--- src/rtl/jam_pkg.sv ---
// Shared constants and state encoding for the JAM cost server.
// Optional result latch: define JAM_RESULT_LATCH_EN to add the solver result ports.
package jam_pkg;

    // Matrix geometry: N workers by N jobs, one COST_W-bit cost per cell.
    localparam int N       = 8;
    localparam int IDX_W   = 3;
    localparam int COST_W  = 7;
    localparam int N_ENTRY = N * N;
    localparam int PTR_W   = 2 * IDX_W;

    // Widths of the solver result that the optional latch captures.
    localparam int MIN_W   = 10;
    localparam int CNT_W   = 4;

    // The last load-pointer value; writing it completes the table.
    localparam logic [PTR_W-1:0] LAST_PTR = PTR_W'(N_ENTRY - 1);

    // Server states: waiting for the first entry, streaming entries in, answering queries.
    typedef enum logic [1:0] {
        IDLE  = 2'd0,
        LOAD  = 2'd1,
        SERVE = 2'd2
    } jam_state_e;

endpackage

--- src/rtl/jam_cost_table.sv ---
// 64-entry cost storage: one write port and one registered read port.
// The storage cells are deliberately not reset; only the read register is,
// so the server can force Cost to zero while the contents are undefined.
module jam_cost_table
    import jam_pkg::*;
(
    input  logic              CLK,
    input  logic              RST,
    input  logic              we,
    input  logic [PTR_W-1:0]  waddr,
    input  logic [COST_W-1:0] wdata,
    input  logic [PTR_W-1:0]  raddr,
    input  logic              rd_clr,
    output logic [COST_W-1:0] rdata
);

    logic [COST_W-1:0] mem [N_ENTRY];

    // Write port: one entry per cycle while the loader asserts we.
    always_ff @(posedge CLK) begin
        if (we) begin
            mem[waddr] <= wdata;
        end
    end

    // Read port: single register stage, cleared when the caller is not serving.
    always_ff @(posedge CLK or posedge RST) begin
        if (RST) begin
            rdata <= '0;
        end else if (rd_clr) begin
            rdata <= '0;
        end else begin
            rdata <= mem[raddr];
        end
    end

endmodule

--- src/rtl/jam_cost_server.sv ---
// Responder end of the JAM cost interface.
// Loads an 8x8 worker/job cost matrix as a 64-entry row-major stream, then
// answers every (W,J) query with the registered cost one cycle later.
// Optional feature macro: JAM_RESULT_LATCH_EN adds a one-shot latch for the
// solver's final MinCost/MatchCount.
//
// Interface contract: the loader presents LoadData with LoadEn=1 in any cycle
// it has an entry; there is no back-pressure, and LoadEn=0 simply pauses the
// stream. Ready=1 means all 64 entries are in place and every cycle's {W,J}
// is answered on Cost in the following cycle. LoadEn while Ready=1 is a
// protocol error reported on LoadErr and otherwise ignored.
module jam_cost_server
    import jam_pkg::*;
(
    input  logic              CLK,
    input  logic              RST,
    input  logic              Restart,
    input  logic              LoadEn,
    input  logic [COST_W-1:0] LoadData,
    input  logic [IDX_W-1:0]  W,
    input  logic [IDX_W-1:0]  J,
    output logic [COST_W-1:0] Cost,
    output logic              Ready,
    output logic              LoadErr
`ifdef JAM_RESULT_LATCH_EN
    ,
    input  logic              Valid,
    input  logic [MIN_W-1:0]  MinCost,
    input  logic [CNT_W-1:0]  MatchCount,
    output logic              Done,
    output logic [MIN_W-1:0]  ResultMin,
    output logic [CNT_W-1:0]  ResultCount
`endif
);

    // state_q is the FSM state register; it is the signal to observe for
    // state-level checks.
    jam_state_e       state_q;
    jam_state_e       state_d;
    logic [PTR_W-1:0] ptr_q;
    logic [PTR_W-1:0] ptr_d;
    logic             tbl_we;
    logic             err_d;
    logic             rd_clr;

    // State and load-pointer registers.
    always_ff @(posedge CLK or posedge RST) begin
        if (RST) begin
            state_q <= IDLE;
            ptr_q   <= '0;
        end else begin
            state_q <= state_d;
            ptr_q   <= ptr_d;
        end
    end

    // Next-state logic: Restart wins over everything, including a same-cycle
    // LoadEn, whose write is dropped. The pointer wraps 63->0 exactly when the
    // final entry moves the FSM into SERVE, so IDLE always starts from 0.
    always_comb begin
        state_d = state_q;
        ptr_d   = ptr_q;
        tbl_we  = 1'b0;
        err_d   = 1'b0;
        if (Restart) begin
            state_d = IDLE;
            ptr_d   = '0;
        end else begin
            case (state_q)
                IDLE: begin
                    if (LoadEn) begin
                        tbl_we  = 1'b1;
                        ptr_d   = ptr_q + PTR_W'(1);
                        state_d = LOAD;
                    end
                end
                LOAD: begin
                    if (LoadEn) begin
                        tbl_we = 1'b1;
                        ptr_d  = ptr_q + PTR_W'(1);
                        if (ptr_q == LAST_PTR) begin
                            state_d = SERVE;
                        end
                    end
                end
                SERVE: begin
                    err_d = LoadEn;
                end
                default: begin
                    state_d = IDLE;
                    ptr_d   = '0;
                end
            endcase
        end
    end

    // LoadErr is a registered one-cycle pulse following an illegal load.
    always_ff @(posedge CLK or posedge RST) begin
        if (RST) begin
            LoadErr <= 1'b0;
        end else begin
            LoadErr <= err_d;
        end
    end

    // Ready mirrors the SERVE state register directly, so it rises the cycle
    // after entry 63 is written and drops the cycle after Restart.
    assign Ready = (state_q == SERVE);

    // The read register only samples table contents on an edge taken in SERVE
    // without Restart; otherwise it is cleared, keeping Cost at 0 whenever
    // Ready is 0 and never exposing unwritten storage.
    assign rd_clr = Restart || (state_q != SERVE);

    jam_cost_table u_table (
        .CLK    (CLK),
        .RST    (RST),
        .we     (tbl_we),
        .waddr  (ptr_q),
        .wdata  (LoadData),
        .raddr  ({W, J}),
        .rd_clr (rd_clr),
        .rdata  (Cost)
    );

`ifdef JAM_RESULT_LATCH_EN
    // One-shot capture of the solver result; only the first Valid while
    // serving is kept, until Restart or reset clears it.
    always_ff @(posedge CLK or posedge RST) begin
        if (RST) begin
            Done        <= 1'b0;
            ResultMin   <= '0;
            ResultCount <= '0;
        end else if (Restart) begin
            Done        <= 1'b0;
            ResultMin   <= '0;
            ResultCount <= '0;
        end else if (Valid && Ready && !Done) begin
            Done        <= 1'b1;
            ResultMin   <= MinCost;
            ResultCount <= MatchCount;
        end
    end
`endif

endmodule

--- config.mk ---
export PLATFORM = sky130hd
export DESIGN_NAME = jam_cost_server
export DESIGN_NICKNAME = d
export VERILOG_FILES = /design/src/rtl/jam_pkg.sv /design/src/rtl/jam_cost_table.sv /design/src/rtl/jam_cost_server.sv
export SDC_FILE = /design/constraint.sdc
export NUM_CORES = 1
export LEC_CHECK = 0
export ABC_AREA = 1
export BUFFER_PORTS_ARGS = -buffer_cell sky130_fd_sc_hd__buf_2
export CAP_MARGIN = 30
export CELL_PAD_IN_SITES_DETAIL_PLACEMENT = 0
export CELL_PAD_IN_SITES_GLOBAL_PLACEMENT = 1
export CORE_AREA = 8 8 209 211
export CTS_BUF_LIST = sky130_fd_sc_hd__clkbuf_8
export DETAILED_ROUTE_END_ITERATION = 7
export DIE_AREA = 0 0 217 219
export PLACE_DENSITY = 0.83
export SYNTH_ARGS = -nofsm -noshare
export SYNTH_HDL_FRONTEND = slang
export SYNTH_HIERARCHICAL = 1
export SYNTH_SLANG_ARGS = --single-unit
--- constraint.sdc ---
create_clock -name CLK -period 2.6 [get_ports CLK]
set_clock_uncertainty 0.1 [all_clocks]
set_input_delay 0.26 -clock CLK [delete_from_list [all_inputs] [get_ports CLK]]
set_output_delay 0.26 -clock CLK [all_outputs]
set_load 0.05 [all_outputs]
# After elaboration in Yosys (flattened, before gate mapping)
# Memories as Yosys holds them, arrays and structs flattened.
# Cells that the tools add are included.
# classes
reduce_logical	5
mux	16
n_addsub	1
eq_ne	9
# ops
op	n
2-to-1 mux 6 bit	2
case mux 6 bit (2 select lines)	1
inequality test 3 bit, second input constant	3
2-to-1 mux 2 bit	4
2-to-1 mux 1 bit	7
2-to-1 mux 7 bit	1
adder 6 x 1 -> 6 bit, second input constant	1
equality test 6 bit, second input constant	1
case mux 2 bit (3 select lines)	1
inequality test 2 bit, second input constant	2
AND reduction 4 bit	1
inequality test 3 x 1 -> 1 bit, second input constant	1
equality test 2 x 1 -> 1 bit, second input constant	1
equality test 2 bit, second input constant	1
logical NOT 2 bit	1
AND reduction 2 bit	1
OR reduction 2 bit	1
logical OR 1 bit	1
# word_totals
input_bits	17
n_memories	1
ramBits	448
output_inout_bits	9
word_cells	36
register_bits	16
# mem_list
memory	depth	word_bits	read_ports	rd_ports_with_merged_regs	wr	line_no	source
u_table.mem	64	7	1	0	1	jam_cost_table.sv:17	logic [COST_W-1:0] mem [N_ENTRY];

# Logic depth before layout (Yosys ltp)
# depth
depth_word	6
depth_mapped	12
depth_no_buf	9

# By module
# The synthesis kept the hierarchy.
# modules_own_cells
module	n_inst	area_per_inst_um2	seq_area_each_um2	cells_each
jam_cost_table	1	18637.9	13628.1	1591
jam_cost_server	1	528.0	225.2	63

# Least setup slack after synthesis
# No wires, ideal clock.
# synth_timing
path_kind	register -> register
start	register state_q[1]
end	memory u_table.mem[50][0], enable pin
t_required_ps	2110
path_buffers	1
setup_ps	390
arrival_time_ps	2015
path_stages_with_launch	7
path_slack_ps	94
synth_period_minus_slack_ps	2506
path_cell_list	dfrtp_1 -> nor2_4 -> nand2_1 -> inv_1 -> clkbuf_1 -> nand4_1 -> nor4_1
# synth_between
elab_chain_len	6
elab_cells_between_ends	7
classes_between	1 x eq/ne; 4 x mux; 2 x reduce/logical
# synth_rtl
element	line_no	source
start: declaration	jam_cost_server.sv:38	jam_state_e state_q;
start signal: assignment	jam_cost_server.sv:52	state_q <= state_d;
equality test 2 x 1 -> 1 bit or logical NOT 2 bit (tied branches)	jam_cost_server.sv:69	case (state_q)
OR reduction 2 bit (no line) (*)	-	
2-to-1 mux 1 bit (*)	-	
2-to-1 mux 1 bit (*)	jam_cost_server.sv:65	if (Restart) begin
net tbl_we	jam_cost_server.sv:42	logic tbl_we;
2-to-1 mux 1 bit (*)	jam_cost_table.sv:21	if (we) begin
2-to-1 mux 1 bit (implied by the code) (*)	jam_cost_table.sv:22	mem[waddr] <= wdata;
end: declaration	jam_cost_table.sv:17	
# The timed path passes the listed nets; every way through them passes the cells marked *.

# Worst setup path in the final report
# layout_timing
start	register state_q[1]
end	memory u_table.mem[50][6], enable pin
# Same word-level chain as after synthesis.

==> results.sh <==
export IMPL_postSynth_asyncResetShare=0.0345
export IMPL_clock_sinks=464
export IMPL_leakage_nw=8.03
export IMPL_initial_core_util=0.475
export IMPL_track_usage=0.198
export IMPL_final_layout_size_suffix_gt1_frac=0.119
export IMPL_multi_input_area_um2=4630
export IMPL_maxSlewViolCount=0
export IMPL_tightest_slew_ns=0.715
export IMPL_finalCriticalPeriod_ns=2.33
export IMPL_cp_slowest_cell="dfrtp_1"
export IMPL_critical_path_required_ns=2.80
export IMPL_rows=74
export IMPL_ys_dominant_reg_cell="edfxtp_1"
export IMPL_synth_area_top_cells="edfxtp_1 70%, nand2_1 11%, nand3_1 10%"
export IMPL_post_route_period_util=0.895
export IMPL_cts_tree="done"
export IMPL_gp_congestion=0.867
export IMPL_syn_to_final_growth_pct=12.8
export IMPL_synth_top_area_share=0.702
export IMPL_grt_start_max_net_pins=113
export IMPL_first_global_vias=12700
export IMPL_yosys_register_bits=464
export IMPL_nFillCells=3500
export IMPL_drtIter0Drc=1235
export IMPL_synth_edf_count=448
export IMPL_seq_area_frac_synth=0.723
export IMPL_io_buffers=25
export IMPL_drtAntennaViolNets=0
export IMPL_die_w_um=217
export IMPL_ys_types=30
export IMPL_drt_pass1_iter_count=6
export IMPL_cts_resized=0
export IMPL_fp_dieH_um=219
export IMPL_crit_chain="nor2_4, nand2_1, inv_1, nand4_1, nor4_1, buf_4"
export IMPL_worst_path_buf_inv=2
export IMPL_antenna_found_initial=2
export IMPL_post_synth_top_count_cell="nand2_1"
export IMPL_regArea_um2=13900
export IMPL_synth_cells=1654
export IMPL_worstPathMaxFanout=11
export IMPL_worstSetupEndpointType="flip-flop"
export IMPL_p_per_area_nw_per_um2=710
export IMPL_relSlewSlack=0.523
export IMPL_wirelength_mm=47.0
export IMPL_synth_common_cells="572 x nand2_1, 448 x edfxtp_1, 387 x nand3_1, 63 x nor2_1, 49 x buf_2"
export IMPL_yosys_warnings=6
export IMPL_cp_arrival_ns=2.52
export IMPL_min_path_type="in -> reg"
export IMPL_critPathTopFamily="simple AND/OR/NAND/NOR gates"
export IMPL_cts_max_path_buffers=3
export IMPL_slowest_delay_ns=0.44
export IMPL_nets=1760
export IMPL_syn_area_per_cell_um2=11.6
export IMPL_cts_buffers=76
export IMPL_die_area_um2=47500
export IMPL_ios=26
export IMPL_fmaxAchievable_mhz=430
export IMPL_fin_tns_setup_ns=0
export IMPL_ctsHoldBuffers=5
export IMPL_overflow=0
export IMPL_route_detailed_drc=0
export IMPL_vias_per_cell=5.46
export IMPL_htree_levels=3
export IMPL_dp_hpwl_mm=28.0
export IMPL_whs_ns=0.0765
export IMPL_worst_ir_drop_vdd_mv=0.423
export IMPL_grt_pass1_wl_mm=72.6
export IMPL_rsz0062_at_grt="false"
export IMPL_setup_violations_final=0
export IMPL_syn_nets=1672
export IMPL_status="completed"
export IMPL_clock_root_buffer="clkbuf_8"
export IMPL_start_kind="flip-flop"
export IMPL_wl_per_cell_um=20.2
export IMPL_max_cap_violations=0
export IMPL_clk_pin_slew_ns=0.06
export IMPL_netlist_area_um2=19200
export IMPL_num_vias=12700
export IMPL_path_class="reg -> reg"
export IMPL_coreArea_um2=40400
export IMPL_cts_setup_buffers=0
export IMPL_synth_top_area_cell="edfxtp_1"
export IMPL_clock_latency_ns=0.59
export IMPL_hold_violations=0
layer usage:
metal,vias to the layer above,wire [um],global-route usage
met5,-,0,0
met4,0,1270,0.0739
met3,88,3610,0.0359
met2,487,22400,0.327
met1,6161,19700,0.260
li1,5980,-,-
flip-flops by register name (all words and copies together), names as in the netlist:
name and count:
u_table/rdata 7, state_q 2, u_table/mem 448, ptr_q 6, LoadErr 1
cells by family (layout without fill, tap and decap cells):
| family | Yosys count | in the layout | share of synthesized area |
|---|---|---|---|
| simple gates | 1048 | 1048 | 0.236 |
| fa+ha+maj | 1 | 1 | 0.000653 |
| buf+inv | 125 | 264 | 0.0357 |
| flops | 464 | 464 | 0.723 |
| other cells | 0 | 2 | 0 |
| compound gates | 16 | 16 | 0.00483 |
power breakdown:
group / total (W) / leakage (nW) / switching (W) / internal, W
clock: 0.00587 / 0.807 / 0.00274 / 0.00314
sequential: 0.00831 / 4.25 / 0.0000485 / 0.00826
combinational: 0.00117 / 2.98 / 0.000854 / 0.000313
total: 0.0153 / 8.03 / 0.00364 / 0.0117
cells in the final DEF, fill, tap and decap left out:
cell type / Yosys / routed
clkbuf_8: 0 / 84
dlygate4sd3_1: 0 / 5
o21ai_1: 1 / 1
nand2_1: 572 / 572
nand3_4: 1 / 1
bufinv_16: 0 / 2
nand3_1: 387 / 387
nand4_1: 10 / 10
o21ai_0: 3 / 3
nand2_4: 3 / 3
buf_6: 14 / 1
nand3_2: 1 / 1
a31oi_1: 1 / 1
nor2_4: 2 / 2
inv_2: 1 / 2
clkinvlp_4: 0 / 1
buf_12: 0 / 16
clkinv_1: 0 / 10
edfxtp_1: 448 / 448
a22o_2: 1 / 1
dfrtp_1: 16 / 16
nor4_1: 8 / 8
a21boi_2: 1 / 1
buf_4: 7 / 63
buf_2: 49 / 23
nor2_1: 63 / 63
ha_1: 1 / 1
nand2_2: 1 / 1
diode_2: 0 / 2
inv_1: 24 / 46
a21oi_1: 9 / 9
clkinv_2: 0 / 9
inv_6: 1 / 1
inv_4: 1 / 1
path summary, 6_finish.rpt:
kind / startpoint / endpoint / slack, ns / cells past startpoint
setup / recovery: state_q[1] / u_table/mem[50][6] / 0.27 / 6
hold / removal: LoadData[2] / u_table/mem[50][2] / 0.08 / 2
setup reg to reg: state_q[1] / u_table/mem[50][6] / 0.27 / 6
hold reg to reg: state_q[0] / state_q[0] / 0.44 / 1
max in group asynchronous: RST / u_table/rdata[1] / 2.00 / 3
min in group asynchronous: RST / state_q[0] / 0.09 / 3
layout make-up:
cell class              count  area share
flip-flops and latches    464       0.641
repair buffers            108      0.0448
inverters                  27     0.00509
clock buffers              84      0.0535
multi-input cells        1065       0.214
clock inverters            45      0.0109
well taps                 532      0.0308
diodes                      2    0.000231
worst reg2reg max path, stage by stage (launching register included):
cell and delay [ns]:
dfrtp_1 0.44, nor2_4 0.17, nand2_1 0.10, inv_1 0.26
nand4_1 0.43, nor4_1 0.32, buf_4 0.22
stage by stage:
stage          power (W)   util  cell area, um^2  setup WS, ns  cells
3_3_place_gp     0.00960  0.500            20200         0.310   2191
5_1_grt           0.0159  0.536            21600       0.00934   2326
3_5_place_dp     0.00962  0.500            20200         0.288   2191
2_1_floorplan    0.00916      -            19200        0.0945   1654
4_1_cts           0.0155  0.536            21600         0.274   2325
6_report          0.0153  0.536            21600         0.273   2327
(Power assumes the default switching activity.)
